**src/rtl/lcisc_sub_pkg.sv**
```systemverilog
// Shared types for the multi-limb subtract unit.
// LCISC_SUB_SATURATE_EN turns mode 11 from reserved into SATSUB.
package lcisc_sub_pkg;

    typedef enum logic [1:0] {
        M_SUB    = 2'b00,
        M_RSUB   = 2'b01,
        M_CMP    = 2'b10,
`ifdef LCISC_SUB_SATURATE_EN
        M_SATSUB = 2'b11
`else
        M_RSVD   = 2'b11
`endif
    } sub_mode_e;

    typedef enum logic [1:0] {
        S_IDLE = 2'b00,
        S_BUSY = 2'b01,
        S_DONE = 2'b10
    } sub_state_e;

    // Width-independent part of the response; the unit wraps it with data/dest.
    typedef struct packed {
        logic write;
        logic borrow;
        logic zero;
        logic skipped;
        logic err;
    } sub_flags_t;

    function automatic int unsigned idx_w(input int unsigned n);
        return (n > 1) ? $clog2(n) : 1;
    endfunction

endpackage

```
**src/rtl/lcisc_limb_sub.sv**
```systemverilog
// One WORD_W limb of the subtract chain: diff = a - b - bin, with borrow out.
module lcisc_limb_sub #(
    parameter int WORD_W = 32
) (
    input  logic [WORD_W-1:0] i_a,
    input  logic [WORD_W-1:0] i_b,
    input  logic              i_bin,
    output logic [WORD_W-1:0] o_diff,
    output logic              o_bout
);

    logic [WORD_W:0] w_full;

    // The extra top bit goes to 1 exactly when the limb underflows.
    assign w_full = {1'b0, i_a} - {1'b0, i_b} - {{WORD_W{1'b0}}, i_bin};
    assign o_diff = w_full[WORD_W-1:0];
    assign o_bout = w_full[WORD_W];

endmodule

```
**src/rtl/lcisc_sub_unit.sv**
```systemverilog
// Multi-limb subtract engine: one WORD_W limb per cycle, LSB first, borrow chained.
// Optional LCISC_SUB_SATURATE_EN: mode 11 becomes SATSUB instead of reserved/error.
module lcisc_sub_unit
    import lcisc_sub_pkg::*;
#(
    parameter int WORD_W    = 32,
    parameter int NUM_WORDS = 4,
    parameter int DEST_W    = 5,
    parameter int NUM_FLAGS = 8,
    localparam int W        = WORD_W * NUM_WORDS,
    localparam int SEL_W    = idx_w(NUM_FLAGS),
    localparam int CNT_W    = idx_w(NUM_WORDS)
) (
    input  logic              clk,
    input  logic              rst_n,
    input  logic              req_valid,
    output logic              req_ready,
    input  logic [W-1:0]      req_op1,
    input  logic [W-1:0]      req_op2,
    input  logic [1:0]        req_mode,
    input  logic [DEST_W-1:0] req_dest,
    input  logic              req_cond_en,
    input  logic [SEL_W-1:0]  req_cond_sel,
    input  logic [NUM_FLAGS-1:0] flags_in,
    output logic              rsp_valid,
    input  logic              rsp_ready,
    output logic [W-1:0]      rsp_data,
    output logic [DEST_W-1:0] rsp_dest,
    output logic              rsp_write,
    output logic              rsp_borrow,
    output logic              rsp_zero,
    output logic              rsp_skipped,
    output logic              rsp_err
);

    typedef struct packed {
        logic [W-1:0]      data;
        logic [DEST_W-1:0] dest;
        sub_flags_t        flags;
    } sub_rsp_t;

    localparam logic [CNT_W-1:0] LAST = CNT_W'(NUM_WORDS - 1);

    sub_state_e       r_state;
    sub_mode_e        r_mode;
    logic [W-1:0]     r_a;
    logic [W-1:0]     r_b;
    logic [W-1:0]     r_res;
    logic [CNT_W-1:0] r_cnt;
    logic             r_borrow;
    sub_rsp_t         r_rsp;
    logic             r_rsp_valid;

    logic [WORD_W-1:0] w_diff;
    logic              w_bout;
    logic [W-1:0]      w_res_next;
    logic [W-1:0]      w_data_fin;
    logic              w_cond_fail;
    logic              w_rsvd;
    logic              w_swap;
    logic              w_clamp;

    lcisc_limb_sub #(.WORD_W(WORD_W)) u_limb (
        .i_a    (r_a[WORD_W-1:0]),
        .i_b    (r_b[WORD_W-1:0]),
        .i_bin  (r_borrow),
        .o_diff (w_diff),
        .o_bout (w_bout)
    );

    // Operands shift down one limb per cycle; results shift in from the top,
    // so after NUM_WORDS steps r_res holds the difference in natural order.
    assign w_res_next  = W'({w_diff, r_res} >> WORD_W);
    assign w_cond_fail = req_cond_en && !flags_in[req_cond_sel];
    assign w_swap      = (req_mode == M_RSUB);

`ifdef LCISC_SUB_SATURATE_EN
    assign w_rsvd  = 1'b0;
    assign w_clamp = (r_mode == M_SATSUB) && w_bout;
`else
    assign w_rsvd  = (req_mode == 2'b11);
    assign w_clamp = 1'b0;
`endif

    assign w_data_fin = w_clamp ? '0 : w_res_next;

    always_ff @(posedge clk or negedge rst_n) begin
        if (!rst_n) begin
            r_state     <= S_IDLE;
            r_mode      <= M_SUB;
            r_a         <= '0;
            r_b         <= '0;
            r_res       <= '0;
            r_cnt       <= '0;
            r_borrow    <= 1'b0;
            r_rsp       <= '0;
            r_rsp_valid <= 1'b0;
        end else begin
            case (r_state)
                S_IDLE: begin
                    if (req_valid) begin
                        r_mode       <= sub_mode_e'(req_mode);
                        r_a          <= w_swap ? req_op2 : req_op1;
                        r_b          <= w_swap ? req_op1 : req_op2;
                        r_res        <= '0;
                        r_cnt        <= '0;
                        r_borrow     <= 1'b0;
                        r_rsp.dest   <= req_dest;
                        r_rsp.data   <= '0;
                        r_rsp.flags  <= '0;
                        if (w_cond_fail || w_rsvd) begin
                            // A false condition wins over a reserved mode: nothing ran.
                            r_state               <= S_DONE;
                            r_rsp_valid           <= 1'b1;
                            r_rsp.flags.skipped   <= w_cond_fail;
                            r_rsp.flags.err       <= !w_cond_fail;
                        end else begin
                            r_state <= S_BUSY;
                        end
                    end
                end
                S_BUSY: begin
                    r_a      <= r_a >> WORD_W;
                    r_b      <= r_b >> WORD_W;
                    r_res    <= w_res_next;
                    r_borrow <= w_bout;
                    r_cnt    <= r_cnt + 1'b1;
                    if (r_cnt == LAST) begin
                        r_state            <= S_DONE;
                        r_rsp_valid        <= 1'b1;
                        r_rsp.data         <= w_data_fin;
                        r_rsp.flags.write  <= (r_mode != M_CMP);
                        r_rsp.flags.borrow <= w_bout;
                        r_rsp.flags.zero   <= (w_data_fin == '0);
                    end
                end
                S_DONE: begin
                    if (rsp_ready) begin
                        r_state     <= S_IDLE;
                        r_rsp_valid <= 1'b0;
                        r_rsp       <= '0;
                    end
                end
                default: begin
                    r_state     <= S_IDLE;
                    r_rsp_valid <= 1'b0;
                end
            endcase
        end
    end

    assign req_ready   = (r_state == S_IDLE);
    assign rsp_valid   = r_rsp_valid;
    assign rsp_data    = r_rsp.data;
    assign rsp_dest    = r_rsp.dest;
    assign rsp_write   = r_rsp.flags.write;
    assign rsp_borrow  = r_rsp.flags.borrow;
    assign rsp_zero    = r_rsp.flags.zero;
    assign rsp_skipped = r_rsp.flags.skipped;
    assign rsp_err     = r_rsp.flags.err;

endmodule
```
**config.mk**
```make
export PLATFORM = sky130hd
export DESIGN_NAME = lcisc_sub_unit
export DESIGN_NICKNAME = d
export VERILOG_FILES = /design/src/rtl/lcisc_sub_pkg.sv /design/src/rtl/lcisc_limb_sub.sv /design/src/rtl/lcisc_sub_unit.sv
export SDC_FILE = /design/constraint.sdc
export NUM_CORES = 1
export LEC_CHECK = 0
export CAP_MARGIN = 20
export CORE_MARGIN = 1
export CORE_UTILIZATION = 49
export CTS_CLUSTER_SIZE = 20
export DETAILED_ROUTE_END_ITERATION = 8
export GPL_TIMING_DRIVEN = 1
export PLACE_DENSITY = 0.84
export SYNTH_ARGS = -nofsm -noshare
export SYNTH_HDL_FRONTEND = slang
export SYNTH_SLANG_ARGS = --single-unit
```
**constraint.sdc**
```tcl
create_clock -name clk -period 3.1 [get_ports clk]
set_input_delay 0.31 -clock clk [delete_from_list [all_inputs] [get_ports clk]]
set_output_delay 0.31 -clock clk [all_outputs]
set_load 0.01 [all_outputs]
```
==> flow_summary.json, run 1 <==
{
  "status": "finished with violations",
  "violations": "negative setup slack",
  "yosys-top-cells-area": "dfrtp_1, nand2_1, a21oi_1",
  "areaGrowthSynthToFinish_pct": 29.6,
  "nFillCells": 4151,
  "synth_edf_count": 0,
  "setup_viol": 1,
  "muxShareOfSynthArea": 0.0303,
  "gp_congestion": 0.930,
  "dieWidth_um": 230,
  "instances_no_fill": 4222,
  "vias_per_cell": 5.77,
  "cap_violations": 0,
  "ios": 419,
  "cts_tree": "yes",
  "dr.pass1.iters": 8,
  "synthCells": 3118,
  "syn_avg_cell_area_um2": 8.16,
  "core.rowCount": 83,
  "portBuffers": 418,
  "cts_max_path_buffers": 3,
  "rsz0062_at_grt": "yes",
  "ir_worst_vdd_uv": 797,
  "slew_headroom": 0.327,
  "nets": 3839,
  "setup_ws_ns": -0.0244,
  "netlist.area_leader.share": 0.490,
  "finalWirelength_um": 80900,
  "place_ws_ns": -0.124,
  "drive_above_1_share": 0.0828,
  "hpwlAfterDp_um": 57700,
  "synth_seq_area_share": 0.490,
  "fp.dieH_um": 230,
  "cts_buffers": 53,
  "ys_ff_latch": 498,
  "powerDensity_mw_per_mm2": 1180,
  "drc": 0,
  "grt_pass1_wl_um": 127000,
  "synth-simple-area-share": 0.194,
  "worst-path-max-fanout": 4,
  "hold_ws_ns": 0.209,
  "finalHoldViolations": 0,
  "skew_ns": 0.0361,
  "power_uw": 39000,
  "cp.required_ns": 3.63,
  "synth_async_sr_flop_share": 1.00,
  "synth_top_family_by_area": "compound AO/OA/AOI/OAI gates",
  "cts_sinks": 498,
  "dp_cells": 4113,
  "die_area_mm2": 0.0529,
  "root_buffer": "clkbuf_16",
  "grt_max_degree": 193,
  "postLayoutCoreUtil": 0.643,
  "cts.clk_slew.worst_paths_ns": 0.07,
  "num_vias": 24348,
  "cp-end-kind": "register",
  "insertion_delay_ns": 0.62,
  "ys.flop_type": "dfrtp_1",
  "yosysMostFrequentCell": "nand2_1",
  "synth_cell_types": 80,
  "cts_max_level": 2,
  "grt_antenna_before_repair": 13,
  "finalCriticalPeriod_ns": 3.12,
  "start_util": 0.496,
  "arrival_ns": 3.66,
  "max_freq_mhz": 320,
  "netlist_top_cells_count": "nand2_1, dfrtp_1, a21oi_1",
  "startpoint_type": "register",
  "p_leak_uw": 0.0150,
  "hp-class": "input port to asynchronous set/reset pin",
  "yosys.area_share.xor_xnor": 0.00585,
  "fin_crit_sh": 1.01,
  "grt_pass1_vias": 23241,
  "tightest_slew_ns": 1.01,
  "syn_area_mm2": 0.0255,
  "synth_fa_ha_area_frac": 0.0325,
  "synth_nets": 3462,
  "core-area_mm2": 0.0513,
  "overflow": 0,
  "grtUsageTotal": 0.300,
  "drt.antenna.violating_nets": 0,
  "ys.warnings.count": 0,
  "synth_largest_area_cell": "dfrtp_1",
  "drt_iter0_markers": 2440,
  "slew_viol_final": 0,
  "path_class": "register to register",
  "synth_compound_area_frac": 0.199,
  "wl_per_cell_um": 19.2
}
==> timing repair <==
| item | CTS | global route |
|---|---|---|
| hold buffers | 1 | 0 |
| gates resized for setup | 3 | 43 |
| endpoints found under the setup margin | 1 | 24 |
| hold endpoints to repair | 51 | 0 |
| pin swaps | 2 | 13 |
| buffers inserted | 0 | 6 |
==> cell families (layout without fill, tap and decap cells) <==
| group | count (synthesis) | in the layout |
|---|---|---|
| flops | 498 | 498 |
| other cells | 0 | 3 |
| xor+xnor | 17 | 17 |
| buf+inv | 325 | 746 |
| mux | 74 | 74 |
| simple gates | 1218 | 1218 |
| compound gates | 921 | 921 |
| fa+ha+maj | 65 | 65 |
==> cell usage in the layout (no fill, tap or decap), drive strengths merged, types with 10 or more instances in the layout <==
master / n
a21o: 18
a21oi: 415
buf: 123
clkbuf: 75
clkdlybuf4s50: 417
clkinv: 17
dfrtp: 498
ha: 63
inv: 107
mux2i: 67
nand2: 1044
nand3: 16
nand4: 17
nor2: 37
nor3: 15
nor4: 29
o21ai: 376
o22ai: 34
o31ai: 18
xnor2: 10
==> final cells by class <==
cell class | instances | area [um2] | area share
clock inverters | 24 | 319 | 0.00967
multi-input cells | 2295 | 12000 | 0.364
clock buffers | 75 | 1570 | 0.0476
repair buffers | 541 | 5350 | 0.162
well taps | 680 | 851 | 0.0258
diodes | 3 | 7.51 | 0.000228
flip-flops and latches | 498 | 12500 | 0.378
inverters | 106 | 398 | 0.0121
==> routing by layer <==
metal / GRT usage / part of all wire / wire length [um]
met5: 0 / 0.0019 / 155
met4: 0.0960 / 0.035 / 2870
met3: 0.0686 / 0.087 / 7030
met2: 0.484 / 0.47 / 38100
met1: 0.401 / 0.40 / 32700
==> worst max-delay path, cell delays in order, from the launching register on <==
cell,delay (ns)
dfrtp_1,0.36
inv_1,0.07
ha_1,0.23
inv_1,0.07
ha_1,0.27
nor4b_4,0.08
buf_4,0.15
a2111oi_4,0.42
buf_4,0.21
or4_1,0.11
nand3_1,0.10
a21oi_1,0.15
or4b_4,0.50
nor4_4,0.15
nand4_1,0.12
nand2_1,0.07
==> registers in the layout, summed over array words and instances, names as in the netlist <==
name and flops:
r_a 128, r_b 128, r_borrow 1, r_cnt 2, r_mode 2, r_res 96
r_state 2, rsp_borrow 1, rsp_data 128, rsp_dest 5, rsp_err 1, rsp_skipped 1
rsp_valid 1, rsp_write 1, rsp_zero 1
==> metrics by stage <==
| stage | instance area [um2] | setup TNS [ns] |
|---|---|---|
| 4_1_cts | 32700 | -0.0539 |
| 2_1_floorplan | 25500 | 0 |
| 6_report | 33000 | -0.0244 |
| 3_5_place_dp | 30800 | -0.124 |
| 3_3_place_gp | 30800 | -0.0224 |
| 5_1_grt | 33000 | -0.792 |
==> where the power goes <==
part	switching (uW)	leakage, uW	total [uW]	internal, uW
logic	12600	0.00751	21400	8840
registers	1760	0.00652	10900	9100
clock network	2770	0.000934	6740	3980
==> final timing paths <==
kind	startpoint	endpoint	slack [ns]	depth (start not counted)
max	r_a[4]	rsp_zero	-0.02	15
min	rst_n	r_res[66]	0.21	2
max reg2reg	r_a[4]	rsp_zero	-0.02	15
min reg2reg	r_mode[0]	r_mode[0]	0.47	2
max in group asynchronous	rst_n	r_a[107]	1.92	3
min in group clk	req_dest[0]	rsp_dest[0]	0.30	2
Power figures use the tool's default switching activity.
==> run 2, diff against run 1 <==
--- a/config.mk
+++ b/config.mk
@@ -7,11 +7,12 @@
 export LEC_CHECK = 0
 export CAP_MARGIN = 20
 export CORE_MARGIN = 1
-export CORE_UTILIZATION = 49
+export CORE_UTILIZATION = 50
 export CTS_CLUSTER_SIZE = 20
 export DETAILED_ROUTE_END_ITERATION = 8
 export GPL_TIMING_DRIVEN = 1
-export PLACE_DENSITY = 0.84
+export PLACE_DENSITY = 0.83
+export SETUP_SLACK_MARGIN = 0.05
 export SYNTH_ARGS = -nofsm -noshare
 export SYNTH_HDL_FRONTEND = slang
 export SYNTH_SLANG_ARGS = --single-unit
==> constraint.sdc (replaced) <==
create_clock -name clk -period 3.29 [get_ports clk]
set_input_delay 0.329 -clock clk [delete_from_list [all_inputs] [get_ports clk]]
set_output_delay 0.329 -clock clk [all_outputs]
set_load 0.01 [all_outputs]
==> flow_summary.json, run 2 (synthesis results as in run 1) <==
{
  "areaGrowthSynthToFinish_pct": 27.0,
  "cp-startpoint": "r_b[4]",
  "rsz0062_at_grt": "yes",
  "cts.clk_slew.worst_paths_ns": 0.06,
  "combinationalPowerShare": 0.529,
  "tightest_slew_ns": 1.09,
  "final_common_cell": "nand2_1",
  "die_area_mm2": 0.0518,
  "violations": "negative setup slack",
  "hp-class": "input port to asynchronous set/reset pin",
  "num_vias": 23717,
  "drt.antenna.violating_nets": 0,
  "max_freq_mhz": 303,
  "core-area_mm2": 0.0502,
  "status": "finished with violations",
  "r2r-start": "r_b[4]",
  "cts_tree": "yes",
  "nFillCells": 4073,
  "dr.pass1.iters": 6,
  "gp_congestion": 0.912,
  "grt_max_degree": 192,
  "root_buffer": "clkbuf_16",
  "most-common-layout-cells": "nand2_1, dfrtp_1, clkdlybuf4s50_1",
  "grt_antenna_before_repair": 12,
  "grt_pass1_wl_um": 122000,
  "p_seq_frac": 0.297,
  "cts_max_path_buffers": 3,
  "setup_viol": 1,
  "grt_pass1_vias": 21995,
  "vias_per_cell": 5.71,
  "setup_ws_ns": -0.0109,
  "finalCriticalPeriod_ns": 3.30,
  "switching_share": 0.445,
  "reg2reg_depth": 12,
  "insertion_delay_ns": 0.62,
  "core.rowCount": 82,
  "dp_cells": 4052,
  "fp.dieH_um": 228,
  "arrival_ns": 3.82,
  "cap_violations": 0,
  "path_class": "register to register",
  "drive_above_1_share": 0.0627,
  "finalWirelength_um": 78500,
  "cp-end-kind": "register",
  "cts_buffers": 52,
  "overflow": 0,
  "worst-path-max-fanout": 4,
  "cts_max_level": 2,
  "endpoint": "rsp_zero",
  "skew_ns": 0.0443,
  "fin_crit_sh": 1.00,
  "clkPwrFrac": 0.174,
  "hold_ws_ns": 0.266,
  "reg2reg_slack_ns": -0.01,
  "cp.required_ns": 3.81,
  "instances_no_fill": 4154,
  "dieWidth_um": 228,
  "ios": 419,
  "ir_worst_vdd_uv": 901,
  "slew_headroom": 0.271,
  "start_util": 0.507,
  "power.internal_uw": 19100,
  "grtUsageTotal": 0.301,
  "drt_iter0_markers": 2423,
  "p_sw_uw": 15300,
  "slew_viol_final": 0,
  "p_leak_uw": 0.0146,
  "timing.rr.end": "rsp_zero",
  "nets": 3784,
  "cts_sinks": 498,
  "startpoint_type": "register",
  "portBuffers": 418,
  "wl_per_cell_um": 18.9,
  "powerDensity_mw_per_mm2": 1070,
  "hpwlAfterDp_um": 55800,
  "drc": 0,
  "finalHoldViolations": 0
}
[run 2: changes by cell type in the layout (fill, tap and decap cells not counted), sizes merged]
cell,previous run,this run
buf,123,69
clkbuf,75,70
clkinv,17,11
clkinvlp,1,5
diode,3,4
[run 2: timing repair]
item,4_1_cts,5_1_grt
gates cloned,0,0
pin swaps,10,10
endpoints found under the setup margin,2,9
resized for setup,15,14
endpoints found under the hold margin,66,0
setup buffers,2,3
hold buffers,1,0
[run 2: how the worst min path moves through the flow]
stage | cells after the start | end | slack [ns] | from
5_1_grt | 2 | rsp_data[12] | 0.32 | rst_n
6_report | 2 | rsp_data[12] | 0.27 | rst_n
3_3_place_gp | 1 | rsp_data[10] | 0.37 | rst_n
2_1_floorplan | 0 | r_a[0] | 0.03 | rst_n
3_5_place_dp | 1 | rsp_data[12] | 0.38 | rst_n
4_1_cts | 2 | rsp_dest[0] | 0.31 | req_dest[0]
[run 2: area by class of cell]
type	count	area, um2	area share
timing repair buffer	487	4920	0.152
sequential	498	12500	0.386
multi-input combinational	2295	11900	0.369
clock buffer	70	1440	0.0445
inverter	106	398	0.0123
tap	672	841	0.0260
antenna	4	10.0	0.000310
clock inverter	22	299	0.00925
[run 2: worst max-delay path, cell delays in order, from the launching register on]
cell and delay, ns:
dfrtp_1 0.39, ha_1 0.29, inv_1 0.04, ha_1 0.24, a21oi_1 0.37, o21ai_0 0.22, xnor2_1 0.32, and3_1 0.21
nand4_1 0.11, or4b_4 0.55, nor4_4 0.27, nand4_1 0.12, nand2_1 0.08
[run 2: stage by stage]
stage	utilization	area, um2	TNS (ns)	power [uW]	setup slack (ns)
finish	0.644	32300	-0.0109	34500	-0.0109
global route	0.644	32300	-0.242	36900	-0.167
CTS	0.642	32200	0	34000	0.0389
detailed placement	0.605	30400	-0.00420	27600	-0.00420
global placement	0.605	30400	0	27200	0.0948
floorplan	-	25500	0	21400	0.342
[run 2: per-layer routing]
metal  up-vias  global-route usage  wire (um)
met1     11310               0.417      33000
met2      1028               0.471      36100
met5         -                   0        124
met3       161              0.0658       6610
li1      11200                   -          -
met4        18              0.0946       2630
[run 2: power groups by stage]
stage | combinational [uW] | sequential (uW) | clock, uW
2_1_floorplan | 11500 | 9900 | 0
3_3_place_gp | 17100 | 10100 | 0
3_5_place_dp | 17400 | 10200 | 0
4_1_cts | 17700 | 10200 | 6050
5_1_grt | 20100 | 10500 | 6270
6_report | 18200 | 10200 | 5990
